===== src/rtl/uart_word_bridge_if.sv =====
// uart_word_bridge_if: AXI4-Lite channel bundle between the word bridge and a UART-Lite.
interface uart_word_bridge_if;
    logic        awvalid, awready;
    logic [3:0]  awaddr;
    logic        wvalid, wready;
    logic [31:0] wdata;
    logic [3:0]  wstrb;
    logic        bvalid, bready;
    logic [1:0]  bresp;
    logic        arvalid, arready;
    logic [3:0]  araddr;
    logic        rvalid, rready;
    logic [31:0] rdata;
    logic [1:0]  rresp;
    modport master (
        output awvalid, awaddr, wvalid, wdata, wstrb, bready, arvalid, araddr, rready,
        input  awready, wready, bvalid, bresp, arready, rvalid, rdata, rresp
    );
    modport slave (
        input  awvalid, awaddr, wvalid, wdata, wstrb, bready, arvalid, araddr, rready,
        output awready, wready, bvalid, bresp, arready, rvalid, rdata, rresp
    );
endinterface


===== src/rtl/uart_word_bridge.sv =====
// uart_word_bridge: moves WORD_BYTES-byte words through an AXI4-Lite UART-Lite by status polling.
// Define UART_POLL_TIMEOUT_EN to abort a byte after POLL_LIMIT not-ready status reads.
module uart_word_bridge #(
    parameter int WORD_BYTES = 1,
    parameter int POLL_LIMIT = 1024
) (
    input  logic                    clk,
    input  logic                    rst,
    output logic                    u_ready,
    input  logic                    t_valid,
    input  logic [8*WORD_BYTES-1:0] t_data,
    input  logic                    r_valid,
    output logic [8*WORD_BYTES-1:0] r_data,
    output logic                    tx_done,
    output logic                    rx_done,
    output logic                    err,
    uart_word_bridge_if.master      axi
);
    localparam int W = 8 * WORD_BYTES;
    typedef enum logic [2:0] {IDLE, POLL_TX, WRITE, WRESP, POLL_RX, READ, DONE} state_t;
    state_t state, nstate;
    logic [W-1:0] word, shadow, shadow_n;
    logic [1:0] idx;
    logic [4:0] sh;
    logic is_rx, err_q, ar_ok, aw_ok, w_ok, rd_st, poll_st, r_hs, last, st_ok, aw_acc, w_acc, tmo;

    assign sh       = {idx, 3'b000};
    assign rd_st    = state inside {POLL_TX, POLL_RX, READ};
    assign poll_st  = state inside {POLL_TX, POLL_RX};
    assign r_hs     = rd_st && ar_ok && axi.rvalid;
    assign last     = idx == 2'(WORD_BYTES - 1);
    assign st_ok    = state == POLL_TX ? !axi.rdata[3] : axi.rdata[0];
    assign aw_acc   = aw_ok || axi.awready;
    assign w_acc    = w_ok || axi.wready;
    assign shadow_n = (shadow & ~(W'(8'hff) << sh)) | (W'(axi.rdata[7:0]) << sh);

`ifdef UART_POLL_TIMEOUT_EN
    localparam int CW = $clog2(POLL_LIMIT + 1);
    logic [CW-1:0] polls;
    assign tmo = poll_st && r_hs && !st_ok && polls == CW'(POLL_LIMIT - 1);
    // Counter restarts whenever a byte leaves polling, so the limit applies per byte.
    always_ff @(posedge clk)
        polls <= rst || !poll_st ? '0 : polls + CW'(r_hs);
`else
    assign tmo = 1'b0;
`endif

    always_comb begin
        nstate = state;
        case (state)
            IDLE:             nstate = !u_ready ? IDLE : t_valid ? POLL_TX : r_valid ? POLL_RX : IDLE;
            POLL_TX, POLL_RX: nstate = tmo ? DONE : !(r_hs && st_ok) ? state : state == POLL_TX ? WRITE : READ;
            WRITE:            nstate = aw_acc && w_acc ? WRESP : WRITE;
            WRESP:            nstate = !axi.bvalid ? WRESP : last ? DONE : POLL_TX;
            READ:             nstate = !r_hs ? READ : last ? DONE : POLL_RX;
            default:          nstate = IDLE;
        endcase
    end

    always_ff @(posedge clk) begin
        if (rst) begin
            state   <= IDLE;
            u_ready <= 1'b0;
            idx     <= '0;
            is_rx   <= 1'b0;
            err_q   <= 1'b0;
            ar_ok   <= 1'b0;
            aw_ok   <= 1'b0;
            w_ok    <= 1'b0;
            word    <= '0;
            shadow  <= '0;
            r_data  <= '0;
        end else begin
            state   <= nstate;
            u_ready <= nstate == IDLE;
            ar_ok   <= rd_st && !r_hs && (ar_ok || axi.arready);
            aw_ok   <= state == WRITE && nstate == WRITE && aw_acc;
            w_ok    <= state == WRITE && nstate == WRITE && w_acc;
            if (state == IDLE && nstate != IDLE) begin
                word  <= t_data;
                idx   <= '0;
                err_q <= 1'b0;
                is_rx <= nstate == POLL_RX;
            end
            if ((state == WRESP && axi.bvalid) || (state == READ && r_hs)) begin
                idx   <= idx + 2'd1;
                err_q <= err_q || (state == WRESP ? axi.bresp != 2'b00 : axi.rresp != 2'b00);
            end
            if (tmo)
                err_q <= 1'b1;
            // r_data only changes once the final byte lands, so aborted receives leave it intact.
            if (state == READ && r_hs) begin
                shadow <= shadow_n;
                if (last)
                    r_data <= shadow_n;
            end
        end
    end

    assign axi.awvalid = state == WRITE && !aw_ok;
    assign axi.wvalid  = state == WRITE && !w_ok;
    assign axi.awaddr  = state == WRITE ? 4'h4 : 4'h0;
    assign axi.wdata   = state == WRITE ? {24'h0, 8'(word >> sh)} : 32'h0;
    assign axi.wstrb   = 4'b0001;
    assign axi.bready  = state == WRESP;
    assign axi.arvalid = rd_st && !ar_ok;
    assign axi.rready  = rd_st && ar_ok;
    assign axi.araddr  = state == READ ? 4'h0 : 4'h8;
    assign tx_done     = state == DONE && !is_rx;
    assign rx_done     = state == DONE && is_rx;
    assign err         = state == DONE && err_q;
endmodule


===== src/flat_wrapper.sv =====
// flat-port wrapper written by rule: the top's interface ports become plain ports
module uart_word_bridge_flat 
#(
    parameter int WORD_BYTES = 1,
    parameter int POLL_LIMIT = 1024
)
  (clk, rst, u_ready, t_valid, t_data, r_valid, r_data, tx_done, rx_done, err, axi_awvalid, axi_awaddr, axi_wvalid, axi_wdata, axi_wstrb, axi_bready, axi_arvalid, axi_araddr, axi_rready, axi_awready, axi_wready, axi_bvalid, axi_bresp, axi_arready, axi_rvalid, axi_rdata, axi_rresp);
  uart_word_bridge_if axi_i ();
  input  logic clk;
  input  logic rst;
  output logic u_ready;
  input  logic t_valid;
  input  logic [8*WORD_BYTES-1:0] t_data;
  input  logic r_valid;
  output logic [8*WORD_BYTES-1:0] r_data;
  output logic tx_done;
  output logic rx_done;
  output logic err;
  output wire logic [$bits(axi_i.awvalid)-1:0] axi_awvalid;
  output wire logic [$bits(axi_i.awaddr)-1:0] axi_awaddr;
  output wire logic [$bits(axi_i.wvalid)-1:0] axi_wvalid;
  output wire logic [$bits(axi_i.wdata)-1:0] axi_wdata;
  output wire logic [$bits(axi_i.wstrb)-1:0] axi_wstrb;
  output wire logic [$bits(axi_i.bready)-1:0] axi_bready;
  output wire logic [$bits(axi_i.arvalid)-1:0] axi_arvalid;
  output wire logic [$bits(axi_i.araddr)-1:0] axi_araddr;
  output wire logic [$bits(axi_i.rready)-1:0] axi_rready;
  input wire logic [$bits(axi_i.awready)-1:0] axi_awready;
  input wire logic [$bits(axi_i.wready)-1:0] axi_wready;
  input wire logic [$bits(axi_i.bvalid)-1:0] axi_bvalid;
  input wire logic [$bits(axi_i.bresp)-1:0] axi_bresp;
  input wire logic [$bits(axi_i.arready)-1:0] axi_arready;
  input wire logic [$bits(axi_i.rvalid)-1:0] axi_rvalid;
  input wire logic [$bits(axi_i.rdata)-1:0] axi_rdata;
  input wire logic [$bits(axi_i.rresp)-1:0] axi_rresp;
  assign axi_awvalid = axi_i.awvalid;
  assign axi_awaddr = axi_i.awaddr;
  assign axi_wvalid = axi_i.wvalid;
  assign axi_wdata = axi_i.wdata;
  assign axi_wstrb = axi_i.wstrb;
  assign axi_bready = axi_i.bready;
  assign axi_arvalid = axi_i.arvalid;
  assign axi_araddr = axi_i.araddr;
  assign axi_rready = axi_i.rready;
  assign axi_i.awready = axi_awready;
  assign axi_i.wready = axi_wready;
  assign axi_i.bvalid = axi_bvalid;
  assign axi_i.bresp = axi_bresp;
  assign axi_i.arready = axi_arready;
  assign axi_i.rvalid = axi_rvalid;
  assign axi_i.rdata = axi_rdata;
  assign axi_i.rresp = axi_rresp;
  uart_word_bridge #(.WORD_BYTES(WORD_BYTES), .POLL_LIMIT(POLL_LIMIT)) u_core (.clk(clk), .rst(rst), .u_ready(u_ready), .t_valid(t_valid), .t_data(t_data), .r_valid(r_valid), .r_data(r_data), .tx_done(tx_done), .rx_done(rx_done), .err(err), .axi(axi_i));
endmodule

===== config.mk =====
export PLATFORM = sky130hd
export DESIGN_NAME = uart_word_bridge_flat
export DESIGN_NICKNAME = d
export VERILOG_FILES = /design/src/rtl/uart_word_bridge_if.sv /design/src/rtl/uart_word_bridge.sv /design/src/flat_wrapper.sv
export SDC_FILE = /design/constraint.sdc
export NUM_CORES = 1
export LEC_CHECK = 0
export BUFFER_PORTS_ARGS = -buffer_cell sky130_fd_sc_hd__buf_2
export CAP_MARGIN = 20
export CORE_ASPECT_RATIO = 0.6
export CORE_UTILIZATION = 40
export CTS_BUF_LIST = sky130_fd_sc_hd__clkbuf_8
export DETAILED_ROUTE_END_ITERATION = 6
export PLACE_DENSITY = 0.8
export SYNTH_ARGS = -nofsm -noshare
export SYNTH_HDL_FRONTEND = slang
export SYNTH_SLANG_ARGS = --single-unit

===== constraint.sdc =====
create_clock -name clk -period 1.9 [get_ports clk]
set_clock_uncertainty 0.15 [all_clocks]
set_input_delay 0.095 -clock clk [delete_from_list [all_inputs] [get_ports clk]]
set_output_delay 0.095 -clock clk [all_outputs]
set_load 0.01 [all_outputs]

## Yosys cells after proc, flatten, opt, wreduce, memory -nomap -nowiden

Cells that the tools add are included.

| cells by class | value |
|---|---|
| equality and inequality tests | 8 |
| bitwise gates (word level) | 3 |
| reductions and logical operators | 39 |
| shift-type cells | 3 |
| multiplexer cells | 20 |
| add/subtract/negate cells | 1 |

Operators with widths:

| cell | count |
|---|---|
| $mux 3 | 9 |
| $logic_and 1x1->1 | 18 |
| $pmux 3 s5 | 1 |
| $eq 3x3->1 const B | 4 |
| $eq 3x2->1 const B | 3 |
| $and 8x8->8 | 1 |
| $mux 8 | 1 |
| $not 8->8 | 1 |
| $or 8x8->8 | 1 |
| $shl 8x5->8 | 1 |
| $shl 8x5->8 const A | 1 |
| $shr 8x5->8 | 1 |
| $logic_not 1->1 | 6 |
| $logic_not 3->1 | 2 |
| $mux 2 | 3 |
| $reduce_bool 2->1 | 3 |
| $reduce_bool 3->1 | 2 |
| $logic_or 1x1->1 | 5 |
| $mux 1 | 5 |
| $mux 4 | 1 |
| $eq 3x1->1 const B | 1 |
| $add 2x1->2 const B | 1 |
| $logic_not 2->1 | 1 |
| $reduce_and 2->1 | 1 |
| $reduce_or 2->1 | 1 |

| storage, ports and cells | value |
|---|---|
| word-level logic and storage cells | 85 |
| bits in registers | 35 |
| input port bits | 53 |
| output and inout bits | 61 |

## Logic depth before layout (Yosys ltp)

Gate-level depths: netlist (run 1).

| depth | value |
|---|---|
| word-level depth | 11 |
| mapped depth | 6 |

## Worst setup path before layout (run 1)

OpenSTA, ideal clock, no wires.

| path | value |
|---|---|
| path type | register to output |
| start point | register u_core.state[1] |
| end point | output axi_wdata[0] |
| slack | 0.401 ns |
| data required time | 1.655 ns |
| buffers on the path | 1 |
| arrival time | 1.254 ns |
| cell stages (with the launch flop) | 5 |
| path through | dfxtp_1 > or3b_1 > buf_6 > nor3_4 > and2_1 |

| on the way | value |
|---|---|
| longest elaborated chain between the ends | 2 |

RTL lines:

| what | line | source |
|---|---|---|
| from (decl) | uart_word_bridge.sv:21 | `state_t state, nstate;` |
| from (signal assigned) | uart_word_bridge.sv:74 | `state <= nstate;` |
| $eq 3x2->1 | uart_word_bridge.sv:103 | `assign axi.wdata = state == WRITE ? {24'h0, 8'(word >> sh)} : 32'h0;` |
| $mux 8 | uart_word_bridge.sv:103 |  |
| to (decl) | flat_wrapper.sv:22 | `output wire logic [$bits(axi_i.wdata)-1:0] axi_wdata;` |

No other way between the ends.

## Final worst setup path (run 1)

| path | value |
|---|---|
| start point | register u_core.state[0] |
| end point | output axi_wdata[3] |

Same word-level chain as after synthesis.

==> results.yml, run 1 <==
critical_path:
  cp_data_arrival_time_ns: 1.62
  crit_required_ns: 1.65
  critPathMaxStageDelay_ns: 0.41
  worst-path-buf-inv: 1
  endpoint_kind: "primary output"
  worst_setup_path_start_kind: "register"
  worstPathCellList: "or3b_4 > nor3_4 > and2_1 > buf_2"
  criticalPathCategory: "register to primary output"
  cpMaxStageDelayCell: "or3b_4"
  cp_max_fo: 8
  path_delay_family: "simple AND/OR/NAND/NOR gates"
clocking:
  clock_sinks: 27
  cts_max_path_buffers: 2
  clkTransAtPathRegs_ns: 0.09
  insertion_delay_ns: 0.27
  cts-root-buf: "clkbuf_8"
  cts_made_buffers: 3
  cts_max_level: 1
  cts_tree: "done"
sta:
  worst_slew_pin_slew_ns: 0.5762
  fmax_mhz: 537.0
  fin_crit_ns: 1.862
  fin_crit_sh_pct: 98.00
  finalWorstSetupSlack_ns: 0.03791
  drv_slew: 0
  final-hold-violation-count: 0
  rsz0062_at_grt: "true"
  slew_headroom_pct: 61.44
  tns_ns: 0
  timing.final.setup_violations: 0
yosys:
  yosys_warnings: 0
  yosys-top-cells-area: "dfxtp_1 33%, buf_4 16%, nand2_1 6.7%"
  synth_seq_cells: 27
  synthFlopType: "dfxtp_1"
  synth_edf_count: 0
  synth_most_common_cell: "buf_4"
  ys_async_sr_fraction_pct: 0
  netlist_area_um2: 1633
  synthCells: 202
  synth_top_area_share_pct: 33.10
  synth_top_cell_by_area: "dfxtp_1"
  ys_top_cells_by_count: "35 x buf_4, 29 x nand2_1, 27 x dfxtp_1"
  synth.avg_cell_area_um2: 8.083
  yosysSeqAreaShare_pct: 33.10
  ys_types: 44
finish:
  antenna_cells: 0
  area_growth_syn_to_layout_pct: 29.20
  instances_no_fill: 325
  drive_gt1_share_pct: 31.29
  final_util_pct: 55.72
  layout.nets: 333
  design_area_um2: 2110
die:
  rows: 17
  die_y_um: 51.49
  die_width_um: 84.48
  initial_core_util_pct: 43.13
  die-area_um2: 4350
  coreArea_um2: 3786
  io_pins: 114
global_route:
  first_global_vias: 1189
  antenna_found_initial: 0
  grt_max_degree: 27
  grt_usage_pct: 17.66
  grt_pass1_wl_um: 5878
  grt_overflow_total: 0
routing:
  wirelength_um: 3823
  dr.pass1.iters: 6
  vias: 1476
  drtIter0Drc: 79
  ant_nets: 0
  viasPerCell: 4.542
  drt-wirelength-per-cell_um: 11.76
  route.detailed.drc: 6
placed_design:
  dp_hpwl_um: 2605
  place.gp.congestion: 0.7921
  io_buffers: 55
  placed_cells: 297
  dpl-instance-area_um2: 1805
  pre_cts_ws_ns: 0.1745
job:
  cap_viol_max_count: 0
pwr:
  leakage_uw: 0.001005
  p_per_area_nw_per_um2: 583.0
  vdd_drop_max_uv: 334.0
hold_path:
  hp-class: "input pin to register"
run_status:
  violations: "DRC"
  status: "finished, violations left"
==> flip-flops by register name, summed over array words and instances (netlist names) <==
signal	count
u_core.is_rx	1
u_core.ar_ok	1
u_core.u_ready	1
u_core.r_data	8
u_core.aw_ok	1
u_core.state	3
u_core.err_q	1
u_core.idx	2
u_core.w_ok	1
u_core.word	8
==> layer usage <==
layer  part of all wire (%)  global-route usage, %  vias to the layer above
met5                      0                      0                        -
met3                    5.8                  5.079                        4
li1                       -                      -                      763
met2                     43                  24.93                       46
met1                     50                  26.15                      663
met4                   0.68                  4.237                        0
==> cells in the final DEF, fill, tap and decap left out, types with 3 or more instances in the layout <==
cell	Yosys	layout
a21oi_1	20	20
and2_1	12	11
buf_2	4	54
buf_4	35	11
clkbuf_8	1	3
conb_1	2	34
dfxtp_1	27	24
dlygate4sd3_1	0	20
inv_1	5	5
nand2_1	29	29
nand3_1	10	10
nand3b_1	3	3
nor2_1	10	10
nor3_1	3	3
nor4_1	3	3
==> final timing paths <==
kind | startpoint | endpoint | slack [ns] | cells after the start
min | r_valid | u_core.is_rx | 0.02 | 3
max reg2reg | u_core.state[0] | u_core.idx[1] | 0.13 | 8
min reg2reg | u_core.word[6] | u_core.word[6] | 0.31 | 2
max | u_core.state[0] | axi_wdata[3] | 0.04 | 4
==> stage by stage <==
stage,power [uW],hold WS [ns]
finish,1230,0.02149
global route,1304,0.03395
global placement,846.3,0.1870
detailed placement,851.5,0.1937
CTS,1215,0.009598
floorplan,834.7,0.04161
==> final cells by class <==
type / instances / area (um^2)
Fill cell: 382 / 1677
Multi-Input combinational cell: 156 / 872.1
Timing Repair Buffer: 86 / 564.3
Sequential cell: 27 / 549.3
Tap cell: 47 / 58.81
Clock buffer: 3 / 41.29
Inverter: 5 / 18.77
Clock inverter: 1 / 5.005
==> tightest hold or removal path, cell delays in order <==
cell and delay, ns:
buf_2 0.13, a21oi_1 0.12, a211oi_1 0.06
==> cell families (layout without fill, tap and decap cells) <==
family                   count (synthesis)  count (layout)  synth area share, %
other                                    2              34               0.4599
adder cells (fa/ha/maj)                  1               1               0.7662
AO/OA/AOI/OAI                           33              33                12.49
buffers and inverters                   51              95                21.61
AND/OR/NAND/NOR                         87              87                30.96
multiplexers                             1               1               0.6131
flip-flops                              27              27                33.10
==> power breakdown <==
| group | internal, uW | switching, uW | leakage (uW) |
|---|---|---|---|
| registers | 594 | 14.2 | 0.000221 |
| clock network | 147 | 184 | 0.0000255 |
| logic | 136 | 155 | 0.000758 |
==> repair_timing <==
action | CTS | global route
setup endpoints to repair | 8 | 19
setup buffers | 2 | 2
hold buffers | 20 | 0
gates resized for setup | 5 | 7
hold endpoints to repair | 20 | 0
pin swaps | 6 | 7
Power figures use the tool's default switching activity.
==> inputs of run 2 (changes only) <==
--- a/config.mk
+++ b/config.mk
@@ -8,10 +8,10 @@
 export BUFFER_PORTS_ARGS = -buffer_cell sky130_fd_sc_hd__buf_2
 export CAP_MARGIN = 20
 export CORE_ASPECT_RATIO = 0.6
-export CORE_UTILIZATION = 40
+export CORE_UTILIZATION = 42
 export CTS_BUF_LIST = sky130_fd_sc_hd__clkbuf_8
 export DETAILED_ROUTE_END_ITERATION = 6
-export PLACE_DENSITY = 0.8
+export PLACE_DENSITY = 0.84
 export SYNTH_ARGS = -nofsm -noshare
 export SYNTH_HDL_FRONTEND = slang
 export SYNTH_SLANG_ARGS = --single-unit
==> results.yml, run 2 (synthesis gave the netlist of run 1 again) <==
run_status:
  status: "finished, violations left"
  violations: "DRC"
die:
  initial_core_util_pct: 44.12
  rows: 17
  die-area_um2: 4149
  io_pins: 114
  coreArea_um2: 3701
  die_width_um: 82.50
  die_y_um: 50.30
critical_path:
  startpoint: "u_core.state[0]"
  cpMaxStageDelayCell: "or3b_4"
  worst_setup_path_start_kind: "register"
  worstPathCellList: "or3b_4 > nor3_4 > and2_1 > buf_2"
  crit_required_ns: 1.65
  endpoint_kind: "primary output"
  cp_max_fo: 8
  reg2reg_setup_slack_ns: 0.12
  reg2reg_from: "u_core.state[1]"
  reg2regPathDepth: 6
  cp_data_arrival_time_ns: 1.59
  criticalPathCategory: "register to primary output"
  critPathMaxStageDelay_ns: 0.41
  r2r-end: "u_core.r_data[7]"
clocking:
  insertion_delay_ns: 0.27
  cts_max_path_buffers: 2
  cts_made_buffers: 3
  clock_sinks: 27
  cts_tree: "done"
  cts_max_level: 1
  cts-root-buf: "clkbuf_8"
  clkTransAtPathRegs_ns: 0.09
hold_path:
  hp-class: "input pin to register"
  hold_path_end: "u_core.ar_ok"
  min_from: "axi_rvalid"
  hold_depth: 4
global_route:
  grt_max_degree: 27
  first_global_vias: 1291
  antenna_found_initial: 0
  grt_pass1_wl_um: 5754
  grt_overflow_total: 0
  use_met3_pct: 5.636
  gr-usage-met1_pct: 24.92
  top_usage_layer: "met2"
  met2_usage_pct: 29.06
  grt_usage_pct: 18.33
placed_design:
  place.gp.congestion: 0.7891
  pre_cts_ws_ns: 0.1829
  dp_hpwl_um: 2638
  io_buffers: 55
finish:
  multi_input_area_um2: 862.1
  drive_gt1_share_pct: 29.96
  area_growth_syn_to_layout_pct: 27.89
  final_cell_mix: "55 x buf_2, 34 x conb_1, 29 x nand2_1"
  antenna_cells: 0
  top_regs: "u_core.r_data (8), u_core.word (8), u_core.state (3)"
  seqCellArea_um2: 549.3
  layout.nets: 332
  final_common_cell: "buf_2"
  fillers: 341
sta:
  fmax_mhz: 546.1
  fin_crit_sh_pct: 96.37
  worst_slew_pin_slew_ns: 0.5561
  fin_crit_ns: 1.831
  tns_ns: 0
  finalWorstSetupSlack_ns: 0.06892
  timing.final.setup_violations: 0
  drv_slew: 0
  rsz0062_at_grt: "true"
  final-hold-violation-count: 0
  slew_headroom_pct: 62.79
routing:
  vias: 1526
  route.detailed.drc: 2
  dr.pass1.iters: 6
  drt-wirelength-per-cell_um: 11.57
  viasPerCell: 4.710
  drtIter0Drc: 77
  wirelength_um: 3749
  ant_nets: 0
pwr:
  p_per_area_nw_per_um2: 577.9
  leakage_uw: 0.0009926
  vdd_drop_max_uv: 375.8
job:
  cap_viol_max_count: 0
-- run 2: timing repair --
action                                  CTS  global route
hold endpoints to repair                 20             0
pin swaps                                 2             5
resized for setup                         6             0
endpoints found under the setup margin    8             8
hold buffers                             21             0
buffers inserted                          3             0
-- run 2: worst max path at each step --
stage | endpoint | slack [ns] | cells after the start
6_report | axi_wdata[4] | 0.07 | 4
5_1_grt | axi_wdata[4] | -0.03 | 4
4_1_cts | axi_wdata[5] | 0.002 | 4
3_5_place_dp | axi_wdata[5] | 0.18 | 4
3_3_place_gp | axi_wdata[0] | 0.21 | 4
2_1_floorplan | axi_wdata[0] | 0.40 | 4
-- run 2: report_power, final --
group / leakage (uW) / total, uW / internal (uW) / switching [uW]
Sequential: 0.000221 / 609 / 593 / 15.6
Combinational: 0.000746 / 270 / 120 / 150
Clock: 0.0000255 / 328 / 147 / 181
Total: 0.000993 / 1210 / 861 / 346
-- run 2: final cells by class --
class,count,share of cell area (%)
multi-input cells,156,41.28
repair buffers,85,26.48
flip-flops and latches,27,26.30
well taps,47,2.816
clock buffers,3,1.977
inverters,5,0.8987
clock inverters,1,0.2397
-- run 2: metal layers --
layer	vias to the layer above	part of all wire, %
li1	764	-
met1	705	47
met2	55	45
met3	2	7.3
met4	0	0.27
met5	-	0
-- run 2: metrics by stage --
step	util, %	power [uW]	hold WS, ns	std cells	cell area, um^2
after floorplan	-	834.7	0.04161	234	1753
after global placement	48.58	847.4	0.1887	296	1798
after detailed placement	48.58	852.0	0.1948	296	1798
after CTS	56.42	1214	0.03826	324	2088
after global routing	56.42	1276	0.05841	324	2088
final	56.42	1207	0.04316	324	2088
-- run 2: worst max-delay path: cells and delay by family, from the launching register on --
| kind | cells | cell delay (ns) |
|---|---|---|
| buf+inv | 1 | 0.13 |
| flops | 1 | 0.35 |
| simple gates | 3 | 0.83 |
==> inputs of run 3 (changes only) <==
--- a/config.mk
+++ b/config.mk
@@ -5,10 +5,11 @@
 export SDC_FILE = /design/constraint.sdc
 export NUM_CORES = 1
 export LEC_CHECK = 0
+export ABC_AREA = 1
 export BUFFER_PORTS_ARGS = -buffer_cell sky130_fd_sc_hd__buf_2
 export CAP_MARGIN = 20
 export CORE_ASPECT_RATIO = 0.6
-export CORE_UTILIZATION = 42
+export CORE_UTILIZATION = 43
 export CTS_BUF_LIST = sky130_fd_sc_hd__clkbuf_8
 export DETAILED_ROUTE_END_ITERATION = 6
 export PLACE_DENSITY = 0.84
==> constraint.sdc (replaced) <==
create_clock -name clk -period 1.9 [get_ports clk]
set_clock_uncertainty 0.15 [all_clocks]
set_input_delay 0.285 -clock clk [delete_from_list [all_inputs] [get_ports clk]]
set_output_delay 0.285 -clock clk [all_outputs]
set_load 0.01 [all_outputs]
==> results.yml, run 3 <==
sta:
  fin_crit_ns: 1.850
  fmax_mhz: 540.7
  timing.final.setup_violations: 0
  final-hold-violation-count: 0
  drv_slew: 0
  hold_slack_ns: 0.07193
  fin_crit_sh_pct: 97.34
hold_path:
  hold_path_end: "u_core.ar_ok"
  hp-class: "input pin to register"
  hold_depth: 3
  min_from: "axi_arready"
yosys:
  netlist_area_um2: 1725
  synth_most_common_cell: "nand2_1"
  synth.avg_cell_area_um2: 6.985
  yosysSeqAreaShare_pct: 34.81
  synth_top_area_share_pct: 34.81
  ys_async_sr_fraction_pct: 0
  yosys-top-cells-area: "dfxtp_1 35%, buf_4 16%, nand2_1 9.1%"
  synth_seq_cells: 30
  ys_types: 24
  ys_top_cells_by_count: "42 x nand2_1, 36 x buf_4, 36 x nor2_1"
  synth_top_cell_by_area: "dfxtp_1"
  synthCells: 247
  yosys_warnings: 0
  synthFlopType: "dfxtp_1"
  synth_edf_count: 0
global_route:
  grt_usage_pct: 19.23
  grt_overflow_total: 0
  grt_pass1_wl_um: 6258
  first_global_vias: 1343
  antenna_found_initial: 0
  grt_max_degree: 20
placed_design:
  dp_hpwl_um: 2907
  io_buffers: 55
  place.gp.congestion: 0.8414
pwr:
  vdd_drop_max_uv: 527.6
  leakage_uw: 0.001075
  p_per_area_nw_per_um2: 792.0
finish:
  area_growth_syn_to_layout_pct: 21.54
  final_util_pct: 56.02
  final_common_cell: "buf_2"
  top_regs: "u_core.r_data (8), u_core.word (8)"
  final_cell_mix: "55 x buf_2, 42 x nand2_1, 35 x nor2_1"
  multi_input_area_um2: 864.6
  antenna_cells: 0
  seqCellArea_um2: 605.6
  fillers: 359
  drive_gt1_share_pct: 27.45
  layout.nets: 359
critical_path:
  criticalPathCategory: "register to primary output"
  reg2regPathDepth: 6
  endpoint_kind: "primary output"
  r2r-end: "u_core.r_data[3]"
  worst_setup_path_start_kind: "register"
  cp_max_fo: 5
  reg2reg_from: "u_core.state[0]"
  reg2reg_setup_slack_ns: 0.19
  crit_required_ns: 1.46
  cp_data_arrival_time_ns: 1.41
clocking:
  cts_max_path_buffers: 2
  cts_max_level: 2
  clock_sinks: 30
  insertion_delay_ns: 0.29
  cts_tree: "done"
  cts_made_buffers: 5
  clkTransAtPathRegs_ns: 0.06
  holdBufCountCts: 0
  cts-root-buf: "clkbuf_8"
routing:
  viasPerCell: 4.734
  vias: 1671
  route.detailed.drc: 0
  drt-wirelength-per-cell_um: 11.41
  wirelength_um: 4028
  dr.pass1.iters: 4
  ant_nets: 0
  drtIter0Drc: 92
die:
  die_width_um: 83.78
  io_pins: 114
  coreArea_um2: 3744
  die-area_um2: 4278
  rows: 17
  initial_core_util_pct: 46.09
  die_y_um: 51.07
job:
  cap_viol_max_count: 0
run_status:
  status: "finished clean"
==> run 3: changes by cell type in the layout (fill, tap and decap cells not counted), sizes merged, moves of 4 or more <==
| cell | before | now |
|---|---|---|
| o21ai | 3 | 12 |
| nand2 | 29 | 42 |
| nor2 | 10 | 38 |
| and2 | 13 | 0 |
| a211oi | 1 | 5 |
| dlygate4sd3 | 21 | 0 |
| nand3 | 10 | 20 |
| inv | 5 | 19 |
==> run 3: cell type report <==
cell class                      count  share of cell area, %
Timing Repair inverter              1                 0.2983
Sequential cell                    30                  28.88
Multi-Input combinational cell    184                  41.23
Inverter                           19                  3.461
Tap cell                           47                  2.804
Clock buffer                        6                  3.938
Clock inverter                      2                  2.864
Timing Repair Buffer               64                  16.53
==> run 3: worst max-delay path by stage <==
| stage | startpoint | end | slack, ns | cells after the start |
|---|---|---|---|---|
| 2_1_floorplan | u_core.state[2] | axi_awvalid | 0.12 | 4 |
| 3_3_place_gp | u_core.state[1] | axi_wdata[1] | 0.14 | 5 |
| 3_5_place_dp | u_core.state[1] | axi_wdata[1] | 0.12 | 5 |
| 4_1_cts | u_core.state[2] | axi_wdata[1] | 0.009 | 4 |
| 5_1_grt | u_core.state[1] | axi_wvalid | -0.01 | 6 |
| 6_report | u_core.state[1] | axi_wdata[1] | 0.05 | 5 |
==> run 3: kinds of logic (layout without fill, tap and decap cells) <==
kind of cell	count (synthesis)	after routing	synth area share (%)
adder cells (fa/ha/maj)	1	1	0.7250
AO/OA/AOI/OAI	43	43	14.14
buffers and inverters	65	92	22.55
AND/OR/NAND/NOR	106	106	27.34
other	2	34	0.4353
flip-flops	30	30	34.81
==> run 3: where the power goes <==
| part | switching, uW | total, uW | internal [uW] |
|---|---|---|---|
| registers | 18.9 | 668 | 649 |
| clock network | 250 | 809 | 559 |
| logic | 119 | 184 | 65.3 |
| total | 388 | 1660 | 1270 |
==> run 3: per-layer routing <==
layer,up-vias,track usage [%],share of wire (%)
li1,848,-,-
met1,772,25.97,47
met2,46,28.86,45
met3,5,7.754,7.5
met4,0,4.237,0.67
met5,-,0,0
==> run 3: what timing repair did <==
action | 4_1_cts | 5_1_grt
cloned | 1 | 0
setup buffers | 0 | 2
pin swaps | 0 | 1
setup endpoints to repair | 10 | 18
endpoints found under the hold margin | 0 | 0
resized for setup | 4 | 6
==> run 3: critical path: stages (launching register included) <==
cell and delay, ns:
dfxtp_4 0.38, inv_2 0.07, nor3_4 0.25, clkinv_2 0.16, nor2_1 0.12, buf_2 0.14
==> run 3: metrics by stage <==
step / power (uW) / setup TNS [ns] / worst slack (ns) / instances / area, um^2
after detailed placement: 862.4 / 0 / 0.1204 / 342 / 1914
after global placement: 858.5 / 0 / 0.1365 / 342 / 1914
after CTS: 1665 / 0 / 0.008979 / 351 / 2071
after floorplan: 854.1 / 0 / 0.1155 / 279 / 1846
final: 1661 / 0 / 0.05047 / 353 / 2097
after global routing: 1736 / -0.02050 / -0.01242 / 353 / 2097
